==> config.mk <==
export PLATFORM = sky130hd
export DESIGN_NAME = jstk2_spi_responder
export DESIGN_NICKNAME = d
export VERILOG_FILES = /design/src/rtl/jstk2_spi_responder.sv
export SDC_FILE = /design/constraint.sdc
export NUM_CORES = 1
export LEC_CHECK = 0
export ABC_CLOCK_PERIOD_IN_PS = 2050
export CORE_MARGIN = 4
export CORE_UTILIZATION = 52
export CTS_CLUSTER_DIAMETER = 50
export DETAILED_ROUTE_END_ITERATION = 8
export DONT_BUFFER_PORTS = 1
export GPL_TIMING_DRIVEN = 0
export MAX_ROUTING_LAYER = met4
export PLACE_DENSITY = 0.69
export SLEW_MARGIN = 0
export SYNTH_ARGS = -nofsm -noshare
export SYNTH_HDL_FRONTEND = slang
export SYNTH_SLANG_ARGS = --single-unit
==> constraint.sdc <==
create_clock -name CLK -period 2.05 [get_ports CLK]
set_clock_uncertainty 0.15 [all_clocks]
set_input_delay 0.41 -clock CLK [delete_from_list [all_inputs] [get_ports CLK]]
set_output_delay 0.41 -clock CLK [all_outputs]
set_load 0.005 [all_outputs]
==> src/rtl/jstk2_spi_responder.sv <==
// ---------------------------------------------------------------------------
// jstk2_spi_responder
//
// SPI mode-0 slave that emulates the joystick end of the PmodJSTK2 link.
// Everything runs on the 12 MHz system clock; SCLK/SS/MOSI are oversampled
// through synchronizers and their edges are detected in the CLK domain.
// Each frame shifts out a position/button report and captures the command
// bytes sent by the master.
//
// Ports:
//   CLK        system clock (12 MHz)
//   RST        asynchronous reset, active low
//   SCLK       serial clock from the master, idle low
//   SS         slave select from the master, active low
//   MOSI       master-out data
//   MISO       slave-out data (0 outside a frame)
//   MISO_OE    high while a frame is in progress
//   X_POS      joystick X value (10 bits)
//   Y_POS      joystick Y value (10 bits)
//   BTN        bit0 joystick press, bit1 trigger
//   CMD        first MOSI byte of the last good frame
//   PARAM      MOSI bytes 2..5 of the last good frame, byte 2 in [31:24]
//   CMD_VALID  one-cycle pulse: CMD/PARAM just updated
//   FRAME_ERR  one-cycle pulse: frame ended with a wrong bit count
//   BUSY       high while shifting a frame
// ---------------------------------------------------------------------------
module jstk2_spi_responder #(
    parameter int SYNC_STAGES = 2,
    parameter int NUM_BYTES   = 5
) (
    input  logic        CLK,
    input  logic        RST,
    input  logic        SCLK,
    input  logic        SS,
    input  logic        MOSI,
    output logic        MISO,
    output logic        MISO_OE,
    input  logic [9:0]  X_POS,
    input  logic [9:0]  Y_POS,
    input  logic [1:0]  BTN,
    output logic [7:0]  CMD,
    output logic [31:0] PARAM,
    output logic        CMD_VALID,
    output logic        FRAME_ERR,
    output logic        BUSY
);

    localparam int FRAME_BITS = 8 * NUM_BYTES;
    // Counter must be able to hold FRAME_BITS+1 (saturation value).
    localparam int CW = $clog2(FRAME_BITS + 2);
    localparam logic [CW-1:0] CNT_FULL = CW'(FRAME_BITS);
    localparam logic [CW-1:0] CNT_SAT  = CW'(FRAME_BITS + 1);

    typedef enum logic [0:0] {
        IDLE  = 1'b0,
        SHIFT = 1'b1
    } state_t;

    // ------------------------------------------------------------------
    // Synchronizers and edge detection
    // ------------------------------------------------------------------
    logic [SYNC_STAGES-1:0] sclk_sync_q, sclk_sync_d;
    logic [SYNC_STAGES-1:0] ss_sync_q, ss_sync_d;
    logic [SYNC_STAGES-1:0] mosi_sync_q, mosi_sync_d;
    logic                   sclk_dly_q, sclk_dly_d;
    logic                   ss_dly_q, ss_dly_d;

    logic sclk_s, ss_s, mosi_s;
    logic sclk_rise, sclk_fall, ss_rise, ss_fall;

    assign sclk_s = sclk_sync_q[SYNC_STAGES-1];
    assign ss_s   = ss_sync_q[SYNC_STAGES-1];
    assign mosi_s = mosi_sync_q[SYNC_STAGES-1];

    always_comb begin
        sclk_sync_d = {sclk_sync_q[SYNC_STAGES-2:0], SCLK};
        ss_sync_d   = {ss_sync_q[SYNC_STAGES-2:0], SS};
        mosi_sync_d = {mosi_sync_q[SYNC_STAGES-2:0], MOSI};
        sclk_dly_d  = sclk_s;
        ss_dly_d    = ss_s;
    end

    assign sclk_rise = sclk_s & ~sclk_dly_q;
    assign sclk_fall = ~sclk_s & sclk_dly_q;
    assign ss_rise   = ss_s & ~ss_dly_q;

    // ------------------------------------------------------------------
    // Arming after reset. The synchronizers come out of reset holding
    // SS=1, so a master that is already mid-frame would look like a fresh
    // SS falling edge. A frame is only accepted once the chain has been
    // refilled with real samples and SS has actually been seen high.
    // ------------------------------------------------------------------
    logic [SYNC_STAGES:0] warm_q, warm_d;
    logic                 armed_q, armed_d;

    always_comb begin
        warm_d  = {warm_q[SYNC_STAGES-1:0], 1'b1};
        armed_d = armed_q | (warm_q[SYNC_STAGES] & ss_s & ss_dly_q);
    end

    assign ss_fall = armed_q & ~ss_s & ss_dly_q;

    // ------------------------------------------------------------------
    // Frame datapath and FSM
    // ------------------------------------------------------------------
    state_t                state_q, state_d;
    logic [FRAME_BITS-1:0] tx_q, tx_d;
    logic [FRAME_BITS-1:0] rx_q, rx_d;
    logic [CW-1:0]         cnt_q, cnt_d;
    logic                  miso_q, miso_d;
    logic                  oe_q, oe_d;
    logic                  busy_q, busy_d;
    logic [7:0]            cmd_q, cmd_d;
    logic [31:0]           param_q, param_d;
    logic                  cv_q, cv_d;
    logic                  fe_q, fe_d;
    logic [FRAME_BITS-1:0] report;

    // Report layout is fixed at 40 bits; any extra frame bytes read as 0.
    always_comb begin
        report = '0;
        report[FRAME_BITS-1 -: 40] = {X_POS[7:0], 6'b0, X_POS[9:8],
                                      Y_POS[7:0], 6'b0, Y_POS[9:8],
                                      6'b0, BTN};
    end

    always_comb begin
        state_d = state_q;
        tx_d    = tx_q;
        rx_d    = rx_q;
        cnt_d   = cnt_q;
        miso_d  = miso_q;
        oe_d    = oe_q;
        busy_d  = busy_q;
        cmd_d   = cmd_q;
        param_d = param_q;
        cv_d    = 1'b0;
        fe_d    = 1'b0;

        case (state_q)
            IDLE: begin
                miso_d = 1'b0;
                oe_d   = 1'b0;
                busy_d = 1'b0;
                if (ss_fall) begin
                    // Snapshot the inputs; MSB goes out before the first
                    // SCLK edge since the master samples on the rise.
                    tx_d    = report;
                    rx_d    = '0;
                    cnt_d   = '0;
                    miso_d  = report[FRAME_BITS-1];
                    oe_d    = 1'b1;
                    busy_d  = 1'b1;
                    state_d = SHIFT;
                end
            end

            SHIFT: begin
                if (ss_rise) begin
                    // SS edge has priority; a coincident SCLK edge is dropped.
                    if (cnt_q == CNT_FULL) begin
                        cmd_d   = rx_q[FRAME_BITS-1 -: 8];
                        param_d = rx_q[FRAME_BITS-9 -: 32];
                        cv_d    = 1'b1;
                    end else begin
                        fe_d = 1'b1;
                    end
                    miso_d  = 1'b0;
                    oe_d    = 1'b0;
                    busy_d  = 1'b0;
                    state_d = IDLE;
                end else if (sclk_rise) begin
                    rx_d = {rx_q[FRAME_BITS-2:0], mosi_s};
                    if (cnt_q != CNT_SAT) begin
                        cnt_d = cnt_q + 1'b1;
                    end
                end else if (sclk_fall) begin
                    // Zeros fill from the bottom, so MISO drops to 0 once
                    // every report bit has been sent.
                    tx_d   = {tx_q[FRAME_BITS-2:0], 1'b0};
                    miso_d = tx_q[FRAME_BITS-2];
                end
            end

            default: state_d = IDLE;
        endcase
    end

    always_ff @(posedge CLK or negedge RST) begin
        if (!RST) begin
            sclk_sync_q <= '0;
            ss_sync_q   <= '1;
            mosi_sync_q <= '0;
            sclk_dly_q  <= 1'b0;
            ss_dly_q    <= 1'b1;
            warm_q      <= '0;
            armed_q     <= 1'b0;
            state_q     <= IDLE;
            tx_q        <= '0;
            rx_q        <= '0;
            cnt_q       <= '0;
            miso_q      <= 1'b0;
            oe_q        <= 1'b0;
            busy_q      <= 1'b0;
            cmd_q       <= '0;
            param_q     <= '0;
            cv_q        <= 1'b0;
            fe_q        <= 1'b0;
        end else begin
            sclk_sync_q <= sclk_sync_d;
            ss_sync_q   <= ss_sync_d;
            mosi_sync_q <= mosi_sync_d;
            sclk_dly_q  <= sclk_dly_d;
            ss_dly_q    <= ss_dly_d;
            warm_q      <= warm_d;
            armed_q     <= armed_d;
            state_q     <= state_d;
            tx_q        <= tx_d;
            rx_q        <= rx_d;
            cnt_q       <= cnt_d;
            miso_q      <= miso_d;
            oe_q        <= oe_d;
            busy_q      <= busy_d;
            cmd_q       <= cmd_d;
            param_q     <= param_d;
            cv_q        <= cv_d;
            fe_q        <= fe_d;
        end
    end

    assign MISO      = miso_q;
    assign MISO_OE   = oe_q;
    assign BUSY      = busy_q;
    assign CMD       = cmd_q;
    assign PARAM     = param_q;
    assign CMD_VALID = cv_q;
    assign FRAME_ERR = fe_q;

endmodule

# Word level (Yosys, flattened, before mapping)
# Index checks and enable logic that the tools add are counted.
# word_totals
register_bits,142
input_bits,27
out_inout_bits,45
elab_cells,77
# op_classes
add_sub_neg,1
n_eq_ne,11
mux,30
bitwise_logic,13
reduce_logical,5
# ops
cell,count
2-to-1 mux 39 bit,4
2-to-1 mux 40 bit,3
one-hot mux 40 bit (2 select lines),1
one-hot mux 39 bit (2 select lines),1
2-to-1 mux 6 bit,4
2-to-1 mux 1 bit,13
inequality test 2 bit (second input constant),6
one-hot mux 6 bit (2 select lines),1
AND reduction 4 bit,2
bitwise AND 1 bit,7
adder 6 x 1 -> 6 bit (second input constant),1
equality test 6 bit (second input constant),1
inequality test 3 bit (second input constant),2
inequality test 6 bit (second input constant),1
one-hot mux 1 bit (2 select lines),3
AND reduction 3 bit,2
inverter 1 bit,5
inequality test 2 x 1 -> 1 bit (second input constant),1
AND reduction 2 bit,1
bitwise OR 1 bit,1

# Depth between registers and ports, before layout
# Gate-level depths: netlist of the first run.
# logic_depth
word_depth,6
mapped_depth,7
ltp_nobuf,5

# Worst setup path after synthesis of the first run
# No wires, ideal clock.
# synth_path
path_kind,register to register
startpoint,register state_q
endpoint,register cnt_q[3]
setup_ns,0.124
arrival_time_ns,1.542
required_time_ns,1.776
slack_ns,0.234
stages_incl_launch_ff,7
path_buffers,2
period_less_slack_ns,1.816
cell_sequence,dfrtp_1 > buf_4 > and4bb_1 > a41oi_2 > buf_6 > a31o_4 > a211o_1
# synth_between
elab_chain_cells,3
elab_cells_between_ends,7
cone_classes,eq/ne (4); mux (1); bitwise (1); reduce/logical (1)
# synth_rtl
element,line,rtl
start: declaration,106,"state_t state_q, state_d;"
start signal: assignment,217,state_q <= state_d;
inverter 1 bit,--,
inequality test 2 bit (no line),--,
AND reduction 4 bit (no line),--,
end signal: assignment,220,cnt_q <= cnt_d;
end: declaration,109,"logic [CW-1:0] cnt_q, cnt_d;"
# Parallel ways exist; a longest one is shown, timed or not.
# A chain may end at the register's enable or synchronous reset.

# Worst setup path in the final report of the first run
# layout_path
startpoint,register state_q
endpoint,register cnt_q[5]
# Same word-level chain as after synthesis.

==> flow_metrics.py, run 1 <==
metrics = {
    "synth": {
        "synth_seq_area_share_pct": 63.2,
        "ys_warn_count": 0,
        "synth.net_count": 529,
        "synthCells": 499,
        "syn_area_um2": 5620,
        "synth.avg_cell_area_um2": 11.3,
        "synth_seq_cells": 142,
        "synth_cell_types": 37,
    },
    "cts": {
        "cts_tree": "yes",
        "clock_path_buffers": 2,
        "holdBufCountCts": 24,
        "h-tree-depth": 4,
        "cts-root-buf": "clkbuf_8",
        "post_cts_buffers": 0,
        "worstSkewPairLatency_ns": 0.51,
        "cts_buffers": 17,
        "clk_pin_slew_worst_paths_ns": 0.06,
        "cts_sinks": 142,
    },
    "timing": {
        "timing.slew.headroom_pct": 45.7,
        "min_period_ns": 1.97,
        "clock.fmax_mhz": 508,
        "hold_violations": 142,
        "grt_setup_unrepaired": "no",
        "worst_slew_pin_slew_ns": 0.815,
        "setup_viol": 0,
        "hold-worst-slack_ns": -0.562,
        "drv_slew": 0,
        "final.period_utilization_pct": 96.0,
        "setup_tns_ns": 0,
    },
    "finish": {
        "final_cell_mix": "nand2_1, dfrtp_1, o21ai_0",
        "syn_to_final_growth_pct": 18.6,
        "fillCellCount": 800,
        "drive_gt1_share_pct": 18.2,
        "diodes": 0,
        "layout.cells.most_common": "nand2_1",
        "final_nets": 572,
    },
    "global_route": {
        "grt_max_degree": 143,
        "met2_usage_pct": 28.5,
        "antenna_found_initial": 0,
        "globalRouteOverflowTotal": 0,
        "grt_use_met3_pct": 4.13,
        "use_met1_pct": 24.9,
        "grtUsageTotal_pct": 18.5,
        "grt_pass1_wl_um": 18400,
        "gr-max-usage-layer": "met2",
        "grt_pass1_vias": 3763,
    },
    "drt": {
        "via_per_inst": 5.32,
        "wl_per_cell_um": 15.6,
        "routed_wl_um": 10800,
        "routed-via-count": 3677,
        "drt_iter0_markers": 232,
        "drtAntennaViolNets": 0,
        "dr.pass1.iters": 4,
        "drc_errors": 0,
    },
    "floorplanning": {
        "io_pins": 72,
        "design.core.area_um2": 10400,
        "die_width_um": 112,
        "std_cell_rows": 37,
        "die_h_um": 112,
        "start_util_pct": 54.0,
        "design.die.area_um2": 12500,
    },
    "critical_path": {
        "crit_path_end_kind": "flop",
        "critPathMaxFanout": 10,
        "crit_chain": "buf_4 -> and4bb_4 -> a41oi_4 -> buf_6 -> a31o_4 -> a211o_1",
        "crit_slowest_cell": "and4bb_4",
        "arrival_ns": 2.21,
        "crit_path_max_incr_delay_ns": 0.37,
        "crit_type": "reg2reg",
        "start_kind": "flop",
        "cp.required_ns": 2.29,
    },
    "placed_design": {
        "hpwl_um": 6770,
        "port_buffers": 0,
        "gp_congestion": 0.730,
    },
    "pwr": {
        "power_w": 0.00703,
        "leakage_nw": 3.14,
        "cellPowerDensity_nw_per_um2": 1050,
        "ir_worst_vdd_uv": 639,
    },
    "flow_run": {
        "cap_viol_max_count": 0,
    },
    "run_status": {
        "violations": "hold timing",
        "outcome": "finished with violations",
    },
    "hold_path": {
        "min_path_type": "in2async",
    },
}
==> power breakdown <==
group	internal [W]	switching, W	leakage, nW
Clock	0.00180	0.00117	0.274
Combinational	0.000322	0.000431	0.958
Sequential	0.00310	0.000200	1.91
Total	0.00523	0.00180	3.14
==> sequential cells by signal (all words and copies together), names as in the netlist <==
name         count
sclk_sync_q      2
sclk_dly_q       1
cnt_q            6
armed_q          1
FRAME_ERR        1
PARAM           32
mosi_sync_q      2
CMD              8
rx_q            40
ss_dly_q         1
tx_q            39
state_q          1
warm_q           3
BUSY             1
CMD_VALID        1
ss_sync_q        2
MISO             1
==> repair_timing <==
| item | 4_1_cts | 5_1_grt |
|---|---|---|
| endpoints found under the setup margin | 48 | 82 |
| gates resized for setup | 2 | 27 |
| endpoints found under the hold margin | 166 | 142 |
==> cells in the mapped netlist <==
master    number  area share [%]
buf_2          9            0.80
and3_1         3            0.33
a211oi_1       1            0.13
nand3_1        2            0.18
o31ai_1        1            0.13
mux2_1         5             1.0
nor2_1         1           0.067
ha_1           3            0.67
a31oi_1        1            0.11
a32o_1         1            0.18
mux2_2        35             7.0
conb_1         1           0.067
o41ai_2        1            0.29
a31o_2         1            0.16
buf_4          5            0.67
and4bb_1       1            0.22
a211o_1        2            0.31
a41oi_2        1            0.29
nor3_2         1            0.18
o31a_1         1            0.16
dfrtp_1      139              62
inv_1          5            0.33
buf_6          1            0.20
o21ai_0       81             7.2
a31o_4         1            0.31
or2_2          1            0.11
nand4_1        1            0.11
o21a_1         1            0.13
nor2b_1        2            0.22
nand2b_1       1            0.11
a21oi_1        1           0.089
dfstp_2        3             1.4
nor3_1         1           0.089
clkbuf_1      17             1.1
mux2i_1       22             3.9
nand2_1      144             9.6
nor4_1         2            0.22
==> cell families after synthesis <==
logic type               after synthesis  synth area share, %
AO/OA/AOI/OAI                         94                 9.50
adder cells (fa/ha/maj)                3                0.667
buffers and inverters                 37                 3.14
flip-flops                           142                 63.2
multiplexers                          62                 11.9
other                                  1               0.0667
AND/OR/NAND/NOR                      160                 11.5
==> through the flow <==
step	cell area (um^2)	utilization, %	worst slack (ns)	std cells
2_1_floorplan	5620	-	0.234	499
6_report	6670	64.0	0.0817	691
3_5_place_dp	5790	55.6	-0.113	635
5_1_grt	6670	64.0	0.00316	691
4_1_cts	6620	63.6	-0.00886	691
3_3_place_gp	5790	55.6	-0.0749	635
==> critical path, delay by kind of cell (launching register included) <==
kind | cells | cell delay, ns
DFF | 1 | 0.36
buffers and inverters | 2 | 0.37
AOI/OAI and AO/OA | 3 | 0.60
and+or+nand+nor | 1 | 0.37
==> worst paths after layout <==
path,depth (start not counted),to,slack [ns],from
setup reg to reg,6,cnt_q[5]$_DFFE_PN0P_,0.08,state_q$_DFF_PN0_
max in group asynchronous,0,ss_dly_q$_DFF_PN1_,2.08,RST
setup / recovery,6,cnt_q[5]$_DFFE_PN0P_,0.08,state_q$_DFF_PN0_
hold reg to reg,0,warm_q[2]$_DFF_PN0_,0.20,warm_q[1]$_DFF_PN0_
min in group CLK,2,tx_q[37]$_DFFE_PN0P_,0.02,X_POS[5]
hold / removal,0,CMD_VALID$_DFF_PN0_,-0.56,RST
==> cell type report <==
class	count	area (um^2)	area share (%)
plain buffers	32	180	2.70
clock buffers	20	445	6.68
clock inverters	12	135	2.03
inverters	5	18.8	0.281
multi-input cells	320	1920	28.8
flip-flops and latches	142	3560	53.3
well taps	136	170	2.55
repair buffers	24	240	3.60
==> layer usage <==
| layer | wire length, um | share of wire (%) |
|---|---|---|
| met1 | 5030 | 47 |
| met2 | 5320 | 49 |
| met3 | 407 | 3.8 |
| met4 | 46 | 0.43 |
| met5 | 0 | 0 |
No activity file was read; power rests on OpenSTA's default activity.
==> inputs of run 2 (changes only) <==
Settings changed: CORE_UTILIZATION 52 to 30, PLACE_DENSITY 0.69 to 0.46.
==> flow_metrics.py, run 2 (synthesized netlist as in run 1, its figures left out) <==
metrics = {
    "run_status": {
        "outcome": "finished with violations",
        "violations": "hold timing",
    },
    "placed_design": {
        "port_buffers": 0,
        "gp_congestion": 0.716,
        "hpwl_um": 7460,
    },
    "critical_path": {
        "critPathMaxFanout": 10,
        "arrival_ns": 2.12,
        "ff2ff_path_depth": 6,
        "crit_type": "reg2reg",
        "crit_path_end_kind": "flop",
        "start_kind": "flop",
        "cp.required_ns": 2.21,
    },
    "timing": {
        "hold-worst-slack_ns": -0.459,
        "drv_slew": 0,
        "timing.slew.headroom_pct": 47.8,
        "setup_viol": 0,
        "worst_slew_pin_slew_ns": 0.783,
        "clock.fmax_mhz": 509,
        "final.period_utilization_pct": 95.8,
        "setup_tns_ns": 0,
        "hold_violations": 142,
        "min_period_ns": 1.96,
    },
    "pwr": {
        "cellPowerDensity_nw_per_um2": 1100,
        "ir_worst_vdd_uv": 636,
        "power_w": 0.00732,
        "leakage_nw": 3.09,
    },
    "floorplanning": {
        "start_util_pct": 30.9,
        "die_h_um": 145,
        "die_width_um": 145,
        "design.die.area_um2": 21000,
        "io_pins": 72,
        "design.core.area_um2": 18200,
        "std_cell_rows": 49,
    },
    "global_route": {
        "grt_pass1_vias": 3620,
        "grtUsageTotal_pct": 11.8,
        "grt_pass1_wl_um": 19300,
        "antenna_found_initial": 0,
        "grt_max_degree": 143,
        "globalRouteOverflowTotal": 0,
    },
    "finish": {
        "largest_register": "rx_q",
        "final_nets": 556,
        "diodes": 0,
        "layout.cells.most_common": "nand2_1",
        "drive_gt1_share_pct": 18.6,
        "final_cell_mix": "nand2_1, dfrtp_1, o21ai_0",
        "syn_to_final_growth_pct": 18.5,
        "largest_reg_flops": 40,
        "final_core_util_pct": 36.6,
    },
    "cts": {
        "h-tree-depth": 4,
        "cts_buffers": 17,
        "holdBufCountCts": 4,
        "clock_path_buffers": 2,
        "clk_pin_slew_worst_paths_ns": 0.06,
        "worstSkewPairLatency_ns": 0.42,
        "cts_tree": "yes",
        "cts_sinks": 142,
        "cts-root-buf": "clkbuf_16",
    },
    "hold_path": {
        "min_path_type": "in2async",
    },
    "drt": {
        "dr.pass1.iters": 4,
        "drt_iter0_markers": 214,
        "wl_per_cell_um": 14.9,
        "via_per_inst": 4.60,
        "routed_wl_um": 11400,
        "routed-via-count": 3532,
        "drc_errors": 0,
        "drtAntennaViolNets": 0,
    },
    "flow_run": {
        "cap_viol_max_count": 0,
    },
}
[run 2: path summary, 6_finish.rpt]
| check | start | to | slack (ns) |
|---|---|---|---|
| max | state_q$_DFF_PN0_ | cnt_q[5]$_DFFE_PN0P_ | 0.09 |
| min | RST | tx_q[33]$_DFFE_PN0P_ | -0.46 |
| max reg2reg | state_q$_DFF_PN0_ | cnt_q[5]$_DFFE_PN0P_ | 0.09 |
| min reg2reg | mosi_sync_q[0]$_DFF_PN0_ | mosi_sync_q[1]$_DFF_PN0_ | 0.20 |
| max in group asynchronous | RST | rx_q[38]$_DFFE_PN0P_ | 1.99 |
| min in group CLK | Y_POS[9] | tx_q[9]$_DFFE_PN0P_ | 0.05 |
[run 2: cell type report]
type / count / area, um^2
buffer: 32 / 175
clock buffer: 23 / 478
clock inverter: 9 / 158
fill: 1786 / 11500
inverter: 5 / 18.8
multi-input combinational: 320 / 1920
sequential: 142 / 3560
tap: 229 / 287
timing repair buffer: 8 / 67.6
[run 2: through the flow]
step           area, um^2  cells  setup WS [ns]
2_1_floorplan        5620    499          0.234
3_3_place_gp         5910    728         -0.224
3_5_place_dp         5910    728         -0.229
4_1_cts              6610    765        0.00163
5_1_grt              6660    768       -0.00818
6_report             6660    768         0.0862
[run 2: power by group]
group          switching (W)  internal (W)
combinational       0.000422      0.000299
sequential          0.000195       0.00310
clock                0.00117       0.00214
total                0.00178       0.00554
[run 2: routing by layer]
layer  up-vias  track usage, %  wire [um]
met3        11            3.93        431
met2        59            17.8       5430
met5         -               -          0
met4         0            4.56        151
met1      1730            14.8       5410
li1       1732               -          -
[run 2: worst max-delay path, stage by stage (launching register included)]
cell	delay, ns
dfrtp_1	0.37
buf_6	0.15
and4bb_4	0.38
a41oi_4	0.07
buf_6	0.19
a31o_4	0.24
a211o_1	0.29
[run 2: timing repair]
item                                    CTS  global route
cloned                                    0             1
pin swaps                                 1             1
gates resized for setup                   4            16
endpoints found under the setup margin  122            84
endpoints found under the hold margin   146           142
buffers inserted                          1             2
